**src/rtl/match_control_if.sv**
```systemverilog
// Signal bundle between the match controller and the surrounding game logic.
// The master side drives the button, point pulses and score totals; the slave side is the controller.
interface match_control_if;
  logic       start_btn_n;
  logic       point1;
  logic       point2;
  logic [2:0] p1_total;
  logic [2:0] p2_total;
  logic       game_on;
  logic       serve_dir;
  logic       match_over;
  logic       new_match;
  logic [2:0] state_code;

  modport master (
    output start_btn_n, point1, point2, p1_total, p2_total,
    input  game_on, serve_dir, match_over, new_match, state_code
  );

  modport slave (
    input  start_btn_n, point1, point2, p1_total, p2_total,
    output game_on, serve_dir, match_over, new_match, state_code
  );
endinterface

```
**src/rtl/match_control_fsm.sv**
```systemverilog
// Match sequencer: debounces the start/pause button and walks the match through
// idle, serve delay, play, pause, point hold and match over, producing the game_on qualifier.
module match_control_fsm #(
  parameter int DEBOUNCE_CYCLES = 1000000,
  parameter int SERVE_CYCLES    = 50000000,
  parameter int WIN_SCORE       = 7
) (
  input logic            clk,
  input logic            reset,
  match_control_if.slave mc
);

  typedef enum logic [2:0] {
    ST_IDLE   = 3'd0,
    ST_SERVE  = 3'd1,
    ST_PLAY   = 3'd2,
    ST_PAUSED = 3'd3,
    ST_POINT  = 3'd4,
    ST_OVER   = 3'd5
  } state_t;

  localparam int DEB_W = (DEBOUNCE_CYCLES > 1) ? $clog2(DEBOUNCE_CYCLES) : 1;
  localparam int SRV_W = (SERVE_CYCLES > 1) ? $clog2(SERVE_CYCLES) : 1;
  localparam logic [DEB_W-1:0] DEB_LAST  = DEB_W'(DEBOUNCE_CYCLES - 1);
  localparam logic [DEB_W-1:0] DEB_ONE   = DEB_W'(1);
  localparam logic [SRV_W-1:0] SRV_LAST  = SRV_W'(SERVE_CYCLES - 1);
  localparam logic [SRV_W-1:0] SRV_ONE   = SRV_W'(1);
  localparam logic [2:0]       WIN_TOTAL = 3'(WIN_SCORE);

  logic             sync1_r;
  logic             sync2_r;
  logic             deb_level_r;
  logic [DEB_W-1:0] deb_cnt_r;
  logic             press_r;
  logic [1:0]       post_rst_r;
  logic             armed_r;
  state_t           state_r;
  state_t           state_next_s;
  logic [SRV_W-1:0] serve_cnt_r;
  logic             serve_dir_r;
  logic             serve_dir_next_s;
  logic             game_on_r;
  logic             match_over_r;
  logic             new_match_r;
  logic             win_s;

  // Synchronize and debounce the button; press fires on a debounced release->pressed change.
  always_ff @(posedge clk or posedge reset) begin
    if (reset) begin
      sync1_r     <= 1'b1;
      sync2_r     <= 1'b1;
      deb_level_r <= 1'b1;
      deb_cnt_r   <= '0;
      press_r     <= 1'b0;
    end else begin
      sync1_r <= mc.start_btn_n;
      sync2_r <= sync1_r;
      press_r <= 1'b0;
      if (sync2_r == deb_level_r) begin
        deb_cnt_r <= '0;
      end else if (deb_cnt_r == DEB_LAST) begin
        deb_level_r <= sync2_r;
        deb_cnt_r   <= '0;
        press_r     <= armed_r & ~sync2_r;
      end else begin
        deb_cnt_r <= deb_cnt_r + DEB_ONE;
      end
    end
  end

  // A button held through reset must be seen released (debounced) before it can press.
  // The synchronizer only reflects the real pin from the third clock after reset.
  always_ff @(posedge clk or posedge reset) begin
    if (reset) begin
      post_rst_r <= 2'd0;
      armed_r    <= 1'b0;
    end else begin
      post_rst_r <= (post_rst_r == 2'd2) ? 2'd2 : post_rst_r + 2'd1;
      if ((post_rst_r == 2'd2) && sync2_r && deb_level_r) begin
        armed_r <= 1'b1;
      end else begin
        armed_r <= armed_r;
      end
    end
  end

  assign win_s = (mc.p1_total >= WIN_TOTAL) || (mc.p2_total >= WIN_TOTAL);

  // Next-state and serve direction decode.
  always_comb begin
    state_next_s     = state_r;
    serve_dir_next_s = serve_dir_r;
    case (state_r)
      ST_IDLE: begin
        if (press_r) state_next_s = ST_SERVE;
        else         state_next_s = ST_IDLE;
      end
      ST_SERVE: begin
        if (serve_cnt_r == SRV_LAST) state_next_s = ST_PLAY;
        else                         state_next_s = ST_SERVE;
      end
      ST_PLAY: begin
        if (mc.point1) begin
          state_next_s     = ST_POINT;
          serve_dir_next_s = 1'b1;
        end else if (mc.point2) begin
          state_next_s     = ST_POINT;
          serve_dir_next_s = 1'b0;
        end else if (press_r) begin
          state_next_s = ST_PAUSED;
        end else begin
          state_next_s = ST_PLAY;
        end
      end
      ST_PAUSED: begin
        if (press_r) state_next_s = ST_PLAY;
        else         state_next_s = ST_PAUSED;
      end
      ST_POINT: begin
        if (win_s) state_next_s = ST_OVER;
        else       state_next_s = ST_SERVE;
      end
      ST_OVER: begin
        if (press_r) state_next_s = ST_IDLE;
        else         state_next_s = ST_OVER;
      end
      default: begin
        state_next_s = ST_IDLE;
      end
    endcase
  end

  // State, serve counter and registered outputs decoded from the next state.
  always_ff @(posedge clk or posedge reset) begin
    if (reset) begin
      state_r      <= ST_IDLE;
      serve_cnt_r  <= '0;
      serve_dir_r  <= 1'b0;
      game_on_r    <= 1'b0;
      match_over_r <= 1'b0;
      new_match_r  <= 1'b0;
    end else begin
      state_r      <= state_next_s;
      serve_cnt_r  <= ((state_r == ST_SERVE) && (state_next_s == ST_SERVE)) ?
                      serve_cnt_r + SRV_ONE : '0;
      serve_dir_r  <= serve_dir_next_s;
      game_on_r    <= (state_next_s == ST_PLAY);
      match_over_r <= (state_next_s == ST_OVER);
      new_match_r  <= (state_r == ST_OVER) && (state_next_s == ST_IDLE);
    end
  end

  assign mc.game_on    = game_on_r;
  assign mc.serve_dir  = serve_dir_r;
  assign mc.match_over = match_over_r;
  assign mc.new_match  = new_match_r;
  assign mc.state_code = state_r;

endmodule
```
**src/flat_wrapper.sv**
```systemverilog
// flat-port wrapper written by rule: the top's interface ports become plain ports
module match_control_fsm_flat 
#(
  parameter int DEBOUNCE_CYCLES = 1000000,
  parameter int SERVE_CYCLES    = 50000000,
  parameter int WIN_SCORE       = 7
)
  (clk, reset, mc_start_btn_n, mc_point1, mc_point2, mc_p1_total, mc_p2_total, mc_game_on, mc_serve_dir, mc_match_over, mc_new_match, mc_state_code);
  match_control_if mc_i ();
  input logic clk;
  input logic reset;
  input wire logic [$bits(mc_i.start_btn_n)-1:0] mc_start_btn_n;
  input wire logic [$bits(mc_i.point1)-1:0] mc_point1;
  input wire logic [$bits(mc_i.point2)-1:0] mc_point2;
  input wire logic [$bits(mc_i.p1_total)-1:0] mc_p1_total;
  input wire logic [$bits(mc_i.p2_total)-1:0] mc_p2_total;
  output wire logic [$bits(mc_i.game_on)-1:0] mc_game_on;
  output wire logic [$bits(mc_i.serve_dir)-1:0] mc_serve_dir;
  output wire logic [$bits(mc_i.match_over)-1:0] mc_match_over;
  output wire logic [$bits(mc_i.new_match)-1:0] mc_new_match;
  output wire logic [$bits(mc_i.state_code)-1:0] mc_state_code;
  assign mc_i.start_btn_n = mc_start_btn_n;
  assign mc_i.point1 = mc_point1;
  assign mc_i.point2 = mc_point2;
  assign mc_i.p1_total = mc_p1_total;
  assign mc_i.p2_total = mc_p2_total;
  assign mc_game_on = mc_i.game_on;
  assign mc_serve_dir = mc_i.serve_dir;
  assign mc_match_over = mc_i.match_over;
  assign mc_new_match = mc_i.new_match;
  assign mc_state_code = mc_i.state_code;
  match_control_fsm #(.DEBOUNCE_CYCLES(DEBOUNCE_CYCLES), .SERVE_CYCLES(SERVE_CYCLES), .WIN_SCORE(WIN_SCORE)) u_core (.clk(clk), .reset(reset), .mc(mc_i));
endmodule
```
**config.mk**
```make
export PLATFORM = sky130hd
export DESIGN_NAME = match_control_fsm_flat
export DESIGN_NICKNAME = d
export VERILOG_FILES = /design/src/rtl/match_control_if.sv /design/src/rtl/match_control_fsm.sv /design/src/flat_wrapper.sv
export SDC_FILE = /design/constraint.sdc
export NUM_CORES = 1
export LEC_CHECK = 0
export BUFFER_PORTS_ARGS = -buffer_cell sky130_fd_sc_hd__buf_2
export CORE_MARGIN = 1
export CORE_UTILIZATION = 45
export CTS_BUF_LIST = sky130_fd_sc_hd__clkbuf_4 sky130_fd_sc_hd__clkbuf_8 sky130_fd_sc_hd__clkbuf_16
export CTS_CLUSTER_SIZE = 20
export DETAILED_ROUTE_END_ITERATION = 10
export GPL_ROUTABILITY_DRIVEN = 0
export HOLD_SLACK_MARGIN = 0.03
export SLEW_MARGIN = 10
export SYNTH_ARGS = -nofsm -noshare
export SYNTH_HDL_FRONTEND = slang
export SYNTH_SLANG_ARGS = --single-unit
```
**constraint.sdc**
```tcl
create_clock -name clk -period 3.1 [get_ports clk]
set_input_delay 0.155 -clock clk [delete_from_list [all_inputs] [get_ports clk]]
set_output_delay 0.155 -clock clk [all_outputs]
set_load 0.005 [all_outputs]
```
==> Word level (Yosys, flattened, before mapping) <==
Index checks and enable logic that the tools add are counted.
W data, S select, Z words.
{ "op_classes": {"add_sub_neg": 3, "magnitude_cmp": 2, "eq_ne": 12, "muxes": 17, "n_bitwise": 3, "reduce_logical": 10} }
{ "op_table": {"columns": ["cell", "n"], "rows": [
  ["$mux W20", 2],
  ["$add A26 B1 Y26 const B", 1],
  ["$eq A26 B26 Y1 const B", 1],
  ["$mux W26", 1],
  ["$add A20 B1 Y20 const B", 1],
  ["$eq A20 B20 Y1 const B", 1],
  ["$pmux W3 S6", 1],
  ["$mux W3", 4],
  ["$eq A3 B2 Y1 const B", 3],
  ["$eq A3 B3 Y1 const B", 3],
  ["$mux W1", 7],
  ["$eq A3 B1 Y1 const B", 2],
  ["$ge A3 B3 Y1 const B", 2],
  ["$logic_not A3 Y1", 2],
  ["$logic_and A1 B1 Y1", 4],
  ["$mux W2", 2],
  ["$reduce_and A2 Y1", 2],
  ["$add A2 B1 Y2 const B", 1],
  ["$eq A2 B2 Y1 const B", 1],
  ["$not A1 Y1", 2],
  ["$reduce_bool A2 Y1", 1],
  ["$and A1 B1 Y1", 1],
  ["$eq A1 B1 Y1", 1],
  ["$logic_or A1 B1 Y1", 1]
]} }
{ "totals": {"ff_bits": 60, "inputBits": 11, "output_inout_bits": 7} }

==> Depth between registers and ports, before layout <==
Gate-level depths: netlist of run 1.
{ "logic_depth": {"depth_word": 7, "mapped_depth": 7, "mapped_depth_nobuf": 5} }

==> Worst setup path before layout of run 1 <==
OpenSTA, ideal clock, no wires.
{ "synth_timing": {"kind": "reg-to-reg", "startpoint": "reg u_core.serve_cnt_r[0]", "endpoint": "reg u_core.serve_cnt_r[18]", "setup_ps": 77, "arrival_ps": 1817, "t_required_ps": 3023, "slack_ps": 1205, "path_stages_with_launch": 7, "n_path_buf": 1, "path_cell_list": "dfrtp_1 -> ha_1 -> nand4_2 -> or4_4 -> buf_6 -> or3_1 -> a21oi_1"} }
{ "synth_via": {"elab_chain_cells": 6} }
{ "synth_lines": {"columns": ["element", "line_no", "source"], "rows": [
  ["start, declared", "match_control_fsm.sv:39", "logic [SRV_W-1:0] serve_cnt_r;"],
  ["start signal, assigned", "match_control_fsm.sv:144", "serve_cnt_r <= ((state_r == ST_SERVE) && (state_next_s == ST_SERVE)) ?"],
  ["$eq A26 B26 Y1", "match_control_fsm.sv:99", "if (serve_cnt_r == SRV_LAST) state_next_s = ST_PLAY;"],
  ["$mux W2", "match_control_fsm.sv:99", null],
  ["$pmux W3 S6", "match_control_fsm.sv:93", "case (state_r)"],
  ["$eq A3 B1 Y1", "match_control_fsm.sv:144", null],
  ["$logic_and A1 B1 Y1", "match_control_fsm.sv:144", null],
  ["$mux W26 (*)", "match_control_fsm.sv:144", null]
]} }
Mark *: on every way between the ends. The rest lies on a longest branch, timed or not.
A chain may end at the register's enable or synchronous reset.

==> Worst setup path after layout of run 1 <==
{ "layout_timing": {"startpoint": "reg u_core.serve_cnt_r[0]", "endpoint": "reg u_core.serve_cnt_r[24]"} }
Same word-level chain as after synthesis.

==> results of run 1 <==
placed cells by master, fill, tap and decap left out, drive strengths merged, types with 2 or more instances in the layout:
cell type,instances
ha,4
or4,11
and4,5
dlygate4sd3,2
dfrtp,57
nor2b,2
nand2,21
xnor2,15
o21ai,10
and4b,2
nor3,7
nand3,19
clkbuf,15
xor2,9
inv,11
nor2,36
a21oi,22
nor4,6
nor4bb,2
dfstp,3
nand4,12
o31ai,10
or4b,2
buf,22
or3,12
sequential cells by signal, summed over array words and instances, names as in the netlist:
register,cells
u_core.mc.game_on,1
u_core.mc.match_over,1
u_core.deb_cnt_r,20
u_core.sync1_r,1
u_core.post_rst_r,2
u_core.deb_level_r,1
u_core.armed_r,1
u_core.sync2_r,1
u_core.serve_cnt_r,26
u_core.press_r,1
u_core.mc.state_code,3
u_core.mc.new_match,1
u_core.mc.serve_dir,1
power by group through the flow:
| stage | Clock, mW | Combinational [mW] | Sequential, mW |
|---|---|---|---|
| final | 0.669 | 0.0410 | 0.794 |
| after global routing | 0.733 | 0.0482 | 0.794 |
| after CTS | 0.691 | 0.0431 | 0.793 |
| after detailed placement | 0 | 0.0412 | 0.808 |
| after global placement | 0 | 0.0404 | 0.808 |
| after floorplan | 0 | 0.0243 | 0.807 |
through the flow:
stage	util, %	std cells	hold slack, ns	area (um2)	total power, mW
6_report	52.5	410	0.0614	3360	1.50
4_1_cts	52.5	410	0.0426	3360	1.53
3_5_place_dp	49.2	392	0.262	3140	0.849
2_1_floorplan	-	307	0.159	2990	0.831
5_1_grt	52.5	410	0.0543	3360	1.57
3_3_place_gp	49.2	392	0.261	3140	0.848
critical path, delay by kind of cell (launching register included):
kind	cells	cell delay (ns)
fa+ha+maj	1	0.25
compound gates	1	0.15
flops	1	0.39
simple gates	3	1.25
cell type report:
type | instances | area (um2)
Clock inverter | 1 | 5.00
Fill cell | 584 | 3030
Clock buffer | 15 | 188
Sequential cell | 60 | 1510
Multi-Input combinational cell | 222 | 1380
Tap cell | 77 | 96.3
Inverter | 11 | 41.3
Timing Repair Buffer | 24 | 143
worst min path at each step:
stage,startpoint,to,slack (ns),cells past startpoint
floorplan,mc_start_btn_n,u_core.sync1_r,0.16,0
global placement,mc_start_btn_n,u_core.sync1_r,0.26,1
detailed placement,mc_start_btn_n,u_core.sync1_r,0.26,1
CTS,mc_point1,u_core.mc.serve_dir,0.04,2
global route,mc_point1,u_core.mc.serve_dir,0.05,2
finish,mc_point1,u_core.mc.serve_dir,0.06,2
logic make-up (layout without fill, tap and decap cells):
logic type | count (synthesis) | count (layout) | synth area share (%)
buf+inv | 25 | 51 | 3.85
simple gates | 143 | 143 | 26.8
mux | 2 | 2 | 0.711
flops | 60 | 60 | 50.3
fa+ha+maj | 4 | 4 | 1.67
compound gates | 49 | 49 | 9.70
xor+xnor | 24 | 24 | 7.02
metal layers:
layer | GRT usage (%) | vias to the layer above | routed length, um
li1 | - | 1151 | -
met1 | 25.3 | 1085 | 2970
met2 | 26.9 | 28 | 2370
met3 | 3.26 | 6 | 170
met4 | 10.2 | 0 | 83
met5 | 0 | - | 0
timing repair:
item / CTS / global route
gates resized for setup: 0 / 0
hold endpoints to repair: 35 / 0
endpoints found under the setup margin: 0 / 0
hold buffers: 2 / 0
==> impl_metrics.env, run 1 <==
export IMPL_status="finished, final reports clean"
export IMPL_syn_avg_cell_area_um2=9.75
export IMPL_synth_cells=307
export IMPL_end_kind="register"
export IMPL_numCtsBuffers=9
export IMPL_worstMarginPinSlew_ns=0.716
export IMPL_grt_pass1_wl_um=10100
export IMPL_cp_max_fo=13
export IMPL_port_buffers=17
export IMPL_report_final_slew_viol_count=0
export IMPL_crit_required_ns=3.36
export IMPL_die_area_um2=6980
export IMPL_timing_final_hold_violations=0
export IMPL_clk_latency_ns=0.33
export IMPL_synthMostInstantiatedCell="dfrtp_1"
export IMPL_remaining_drc_errors=0
export IMPL_first_global_vias=2250
export IMPL_powerDensity_nw_per_um2=448
export IMPL_rows=29
export IMPL_critPathLaunchType="register"
export IMPL_grt_overflow_total=0
export IMPL_ys_flop_type="dfrtp_1"
export IMPL_die_h_um=83.6
export IMPL_setup_viol=0
export IMPL_wl_um=5600
export IMPL_ys_seq_area_share_pct=50.3
export IMPL_antenna_found_initial=0
export IMPL_yosys_register_bits=60
export IMPL_ys_top_cells_by_count="dfrtp_1 (57), nor2_1 (36), a21oi_1 (22), nand2_1 (21), nand3_1 (19)"
export IMPL_drive_above_1_share_pct=15.3
export IMPL_dp_hpwl_um=3770
export IMPL_finalNetCount=343
export IMPL_postCtsSetupBuffers=0
export IMPL_cts_root_buffer="clkbuf_8"
export IMPL_cp_startpoint="u_core.serve_cnt_r[0]"
export IMPL_cap_violations=0
export IMPL_ys_types=43
export IMPL_skew_ns=0.00908
export IMPL_r2r_cells=5
export IMPL_initial_core_util_pct=46.9
export IMPL_clk_pin_slew_ns=0.07
export IMPL_drtIter0Drc=127
export IMPL_synth_edff_count=0
export IMPL_synth_top_area_share_pct=47.7
export IMPL_post_place_ws_ns=1.01
export IMPL_power_switching_uw=319
export IMPL_crit_type="register to register"
export IMPL_vdd_drop_max_v=0.000270
export IMPL_rsz0062_at_grt="false"
export IMPL_routed_via_count=2270
export IMPL_yosysWarnings=0
export IMPL_p_seq_share_pct=52.8
export IMPL_r2r_slack_ns=0.99
export IMPL_cp_arrival_ns=2.37
export IMPL_intPower_mw=1.18
export IMPL_slowest_stage="or4_4"
export IMPL_first_pass_iters=4
export IMPL_rr_endpoint="u_core.serve_cnt_r[24]"
export IMPL_grt_max_degree=36
export IMPL_syn_area_um2=2990
export IMPL_fin_crit_ns=2.11
export IMPL_clkPwrFrac_pct=44.5
export IMPL_hold_class="input port to register"
export IMPL_tns_ns=0
export IMPL_slew_headroom_pct=52.2
export IMPL_diodes=0
export IMPL_clock_sinks=60
export IMPL_worst_slack_ns=0.994
export IMPL_cp_cell_sequence="ha_1 > nand4_2 > or4_4 > or4_1 > a21oi_1"
export IMPL_reg2reg_from="u_core.serve_cnt_r[0]"
export IMPL_leakagePower_nw=1.32
export IMPL_pwr_share_comb_pct=2.7
export IMPL_die_x_um=83.6
export IMPL_htree_levels=3
export IMPL_ctsLongestPathBuffers=2
export IMPL_crit_path_max_incr_delay_ns=0.60
export IMPL_max_freq_mhz=475
export IMPL_synth_nets=322
export IMPL_postRouteAntennaNets=0
export IMPL_fin_crit_sh_pct=67.9
export IMPL_grt_use_total_pct=18.2
export IMPL_coreArea_um2=6390
export IMPL_cts_tree="built"
export IMPL_crit_end="u_core.serve_cnt_r[24]"
export IMPL_wire_per_inst_um=13.7
export IMPL_area_growth_pct=12.1
export IMPL_synth_top_cells_by_area="dfrtp_1 (48%), nor2_1 (4.5%), xnor2_1 (4.4%), a21oi_1 (3.7%), nand3_1 (3.2%)"
export IMPL_async_reset_ff_share_pct=100
export IMPL_pin_count=18
export IMPL_vias_per_cell=5.54
export IMPL_switching_share_pct=21.2
export IMPL_post_synth_top_area_cell="dfrtp_1"
Power figures use the tool's default switching activity.
==> run 2, diff against run 1 <==
- ABC_AREA: default -> 1
- clock period: 3.1 -> 1.8 ns (I/O delays scaled with it)
==> run 2 against run 1 <==
  * First-iteration DRC count decreased by 20%
  * Worst setup slack got worse by 0.75 ns
  * Core utilization increased by 1.0 points
  * Combinational power increased by 74%
  * Synthesized cell count increased by 41%
  * Critical path depth increased by 4
  * Register-to-register slack got worse by 0.75 ns
==> impl_metrics.env, run 2 <==
export IMPL_mostFrequentLayoutCell="nand2_1"
export IMPL_crit_type="register to register"
export IMPL_grt_use_total_pct=20.1
export IMPL_coreArea_um2=6830
export IMPL_critPathLaunchType="register"
export IMPL_die_h_um=86.5
export IMPL_pin_count=18
export IMPL_postRouteAntennaNets=0
export IMPL_ys_seq_area_share_pct=46.9
export IMPL_clk_latency_ns=0.34
export IMPL_cap_violations=0
export IMPL_leakagePower_nw=1.53
export IMPL_crit_path_max_incr_delay_ns=0.36
export IMPL_dp_hpwl_um=4760
export IMPL_placed_area_um2=3430
export IMPL_hold_class="input port to register"
export IMPL_first_pass_iters=4
export IMPL_cp_cell_sequence="ha_1 > nand2_1 > inv_2 > nand2_1 > nor2_1 > nand2_2 > nand2_8 > nand2_2 > nor2_1"
export IMPL_synth_top_cells_by_area="dfrtp_1 (44%), nand2_1 (14%), nor2_1 (14%), inv_1 (4.6%), xnor2_1 (3.8%)"
export IMPL_cp_arrival_ns=1.83
export IMPL_slowest_stage="dfrtp_1"
export IMPL_wl_um=6410
export IMPL_utilization_pct=53.6
export IMPL_async_reset_ff_share_pct=100
export IMPL_synth_cells=432
export IMPL_fin_crit_sh_pct=86.2
export IMPL_final_area_um2=3660
export IMPL_path_buf_inv=1
export IMPL_drtIter0Drc=101
export IMPL_setup_viol=0
export IMPL_final_cell_mix="nand2_1 (119), nor2_1 (116), dfrtp_1 (57)"
export IMPL_initial_core_util_pct=47.0
export IMPL_status="finished, final reports clean"
export IMPL_port_buffers=17
export IMPL_yosys_register_bits=60
export IMPL_syn_area_um2=3210
export IMPL_ys_top_cells_by_count="nand2_1 (120), nor2_1 (116), dfrtp_1 (57), inv_1 (39), nand3_1 (21)"
export IMPL_routed_via_count=2687
export IMPL_ys_types=25
export IMPL_tns_ns=0
export IMPL_ys_flop_type="dfrtp_1"
export IMPL_max_freq_mhz=644
export IMPL_die_area_um2=7480
export IMPL_rsz0062_at_grt="false"
export IMPL_antenna_found_initial=0
export IMPL_diodes=0
export IMPL_postCtsSetupBuffers=0
export IMPL_synth_nets=447
export IMPL_report_final_slew_viol_count=0
export IMPL_worstMarginPinSlew_ns=0.543
export IMPL_timing_final_hold_violations=0
export IMPL_vias_per_cell=4.75
export IMPL_wire_per_inst_um=11.3
export IMPL_cts_tree="built"
export IMPL_syn_avg_cell_area_um2=7.43
export IMPL_grt_overflow_total=0
export IMPL_largest_register="u_core.serve_cnt_r"
export IMPL_synth_top_area_share_pct=44.4
export IMPL_clock_sinks=60
export IMPL_cp_top_family="simple AND/OR/NAND/NOR gates"
export IMPL_numCtsBuffers=9
export IMPL_grt_max_degree=44
export IMPL_powerDensity_nw_per_um2=685
export IMPL_end_kind="register"
export IMPL_die_x_um=86.5
export IMPL_synth_edff_count=0
export IMPL_synthMostInstantiatedCell="nand2_1"
export IMPL_largest_register_ffs=26
export IMPL_power_mw=2.51
export IMPL_fillers=686
export IMPL_skew_ns=0.0105
export IMPL_cts_root_buffer="clkbuf_8"
export IMPL_remaining_drc_errors=0
export IMPL_clk_pin_slew_ns=0.07
export IMPL_vdd_drop_max_v=0.000438
export IMPL_drive_above_1_share_pct=13.6
export IMPL_post_synth_top_area_cell="dfrtp_1"
export IMPL_rows=30
export IMPL_grt_pass1_wl_um=11400
export IMPL_crit_required_ns=2.08
export IMPL_slew_headroom_pct=63.6
export IMPL_finalNetCount=480
export IMPL_yosysWarnings=0
export IMPL_first_global_vias=2550
export IMPL_area_growth_pct=14.0
export IMPL_ctsLongestPathBuffers=2
export IMPL_htree_levels=3
export IMPL_fin_crit_ns=1.55
export IMPL_cp_max_fo=14
==> run 2: cell types whose count changed after synthesis, sizes merged, moves of 10 or more <==
| cell | before | now |
|---|---|---|
| or4 | 11 | 0 |
| o31ai | 10 | 0 |
| or3 | 12 | 0 |
| inv | 11 | 41 |
| a21oi | 22 | 2 |
| nor2 | 36 | 125 |
| nand2 | 21 | 127 |
==> run 2: what timing repair did <==
action,4_1_cts,5_1_grt
hold endpoints to repair,19,0
hold buffers,3,0
resized for setup,0,3
setup endpoints to repair,0,28
==> run 2: per-layer routing <==
layer | routed length, um | track usage [%]
met5 | 0 | 0
met4 | 80 | 8.94
met3 | 292 | 5.33
met2 | 3090 | 32.3
met1 | 2950 | 25.5
==> run 2: kinds of logic (layout without fill, tap and decap cells) <==
logic type      count (synthesis)  after routing  synth area share (%)
flops                          60             60                  46.9
compound gates                  9              9                  1.75
buf+inv                        44             81                  5.61
fa+ha+maj                       4              4                  1.56
xor+xnor                       24             24                  6.55
simple gates                  291            292                  37.6
==> run 2: where the power goes <==
| part | switching (mW) | internal [mW] |
|---|---|---|
| Clock | 0.573 | 0.502 |
| Combinational | 0.0467 | 0.0248 |
| Sequential | 0.00541 | 1.36 |
==> run 2: worst register-to-register path, cell delays in order, from the launching register on <==
cell     delay, ns
dfrtp_1       0.36
ha_1          0.21
nand2_1       0.11
inv_2         0.07
nand2_1       0.09
nor2_1        0.19
nand2_2       0.15
nand2_8       0.16
nand2_2       0.06
nor2_1        0.10
==> run 2: area by class of cell <==
| type | count | area [um2] | area share (%) |
|---|---|---|---|
| clock inverters | 7 | 51.3 | 1.40 |
| clock buffers | 9 | 124 | 3.38 |
| flip-flops and latches | 60 | 1510 | 41.1 |
| well taps | 96 | 120 | 3.28 |
| inverters | 42 | 158 | 4.31 |
| repair buffers | 23 | 150 | 4.10 |
| multi-input cells | 329 | 1550 | 42.4 |
==> run 2: stage by stage <==
stage	setup slack (ns)	std cells	hold WS [ns]
after global placement	0.240	546	0.102
after CTS	0.182	565	0.0626
after floorplan	0.230	432	0.0945
final	0.248	566	0.0767
after detailed placement	0.201	546	0.102
after global routing	0.0320	566	0.0913
==> run 2: final timing paths <==
check | startpoint | endpoint | slack (ns) | cells past startpoint
max in group asynchronous | reset | u_core.sync1_r | 0.92 | 4
setup / recovery | u_core.serve_cnt_r[0] | u_core.mc.game_on | 0.25 | 9
hold reg to reg | u_core.sync1_r | u_core.sync2_r | 0.36 | 0
hold / removal | mc_point2 | u_core.mc.state_code[2] | 0.08 | 3
min in group asynchronous | reset | u_core.serve_cnt_r[11] | 0.28 | 3
setup reg to reg | u_core.serve_cnt_r[0] | u_core.mc.game_on | 0.25 | 9
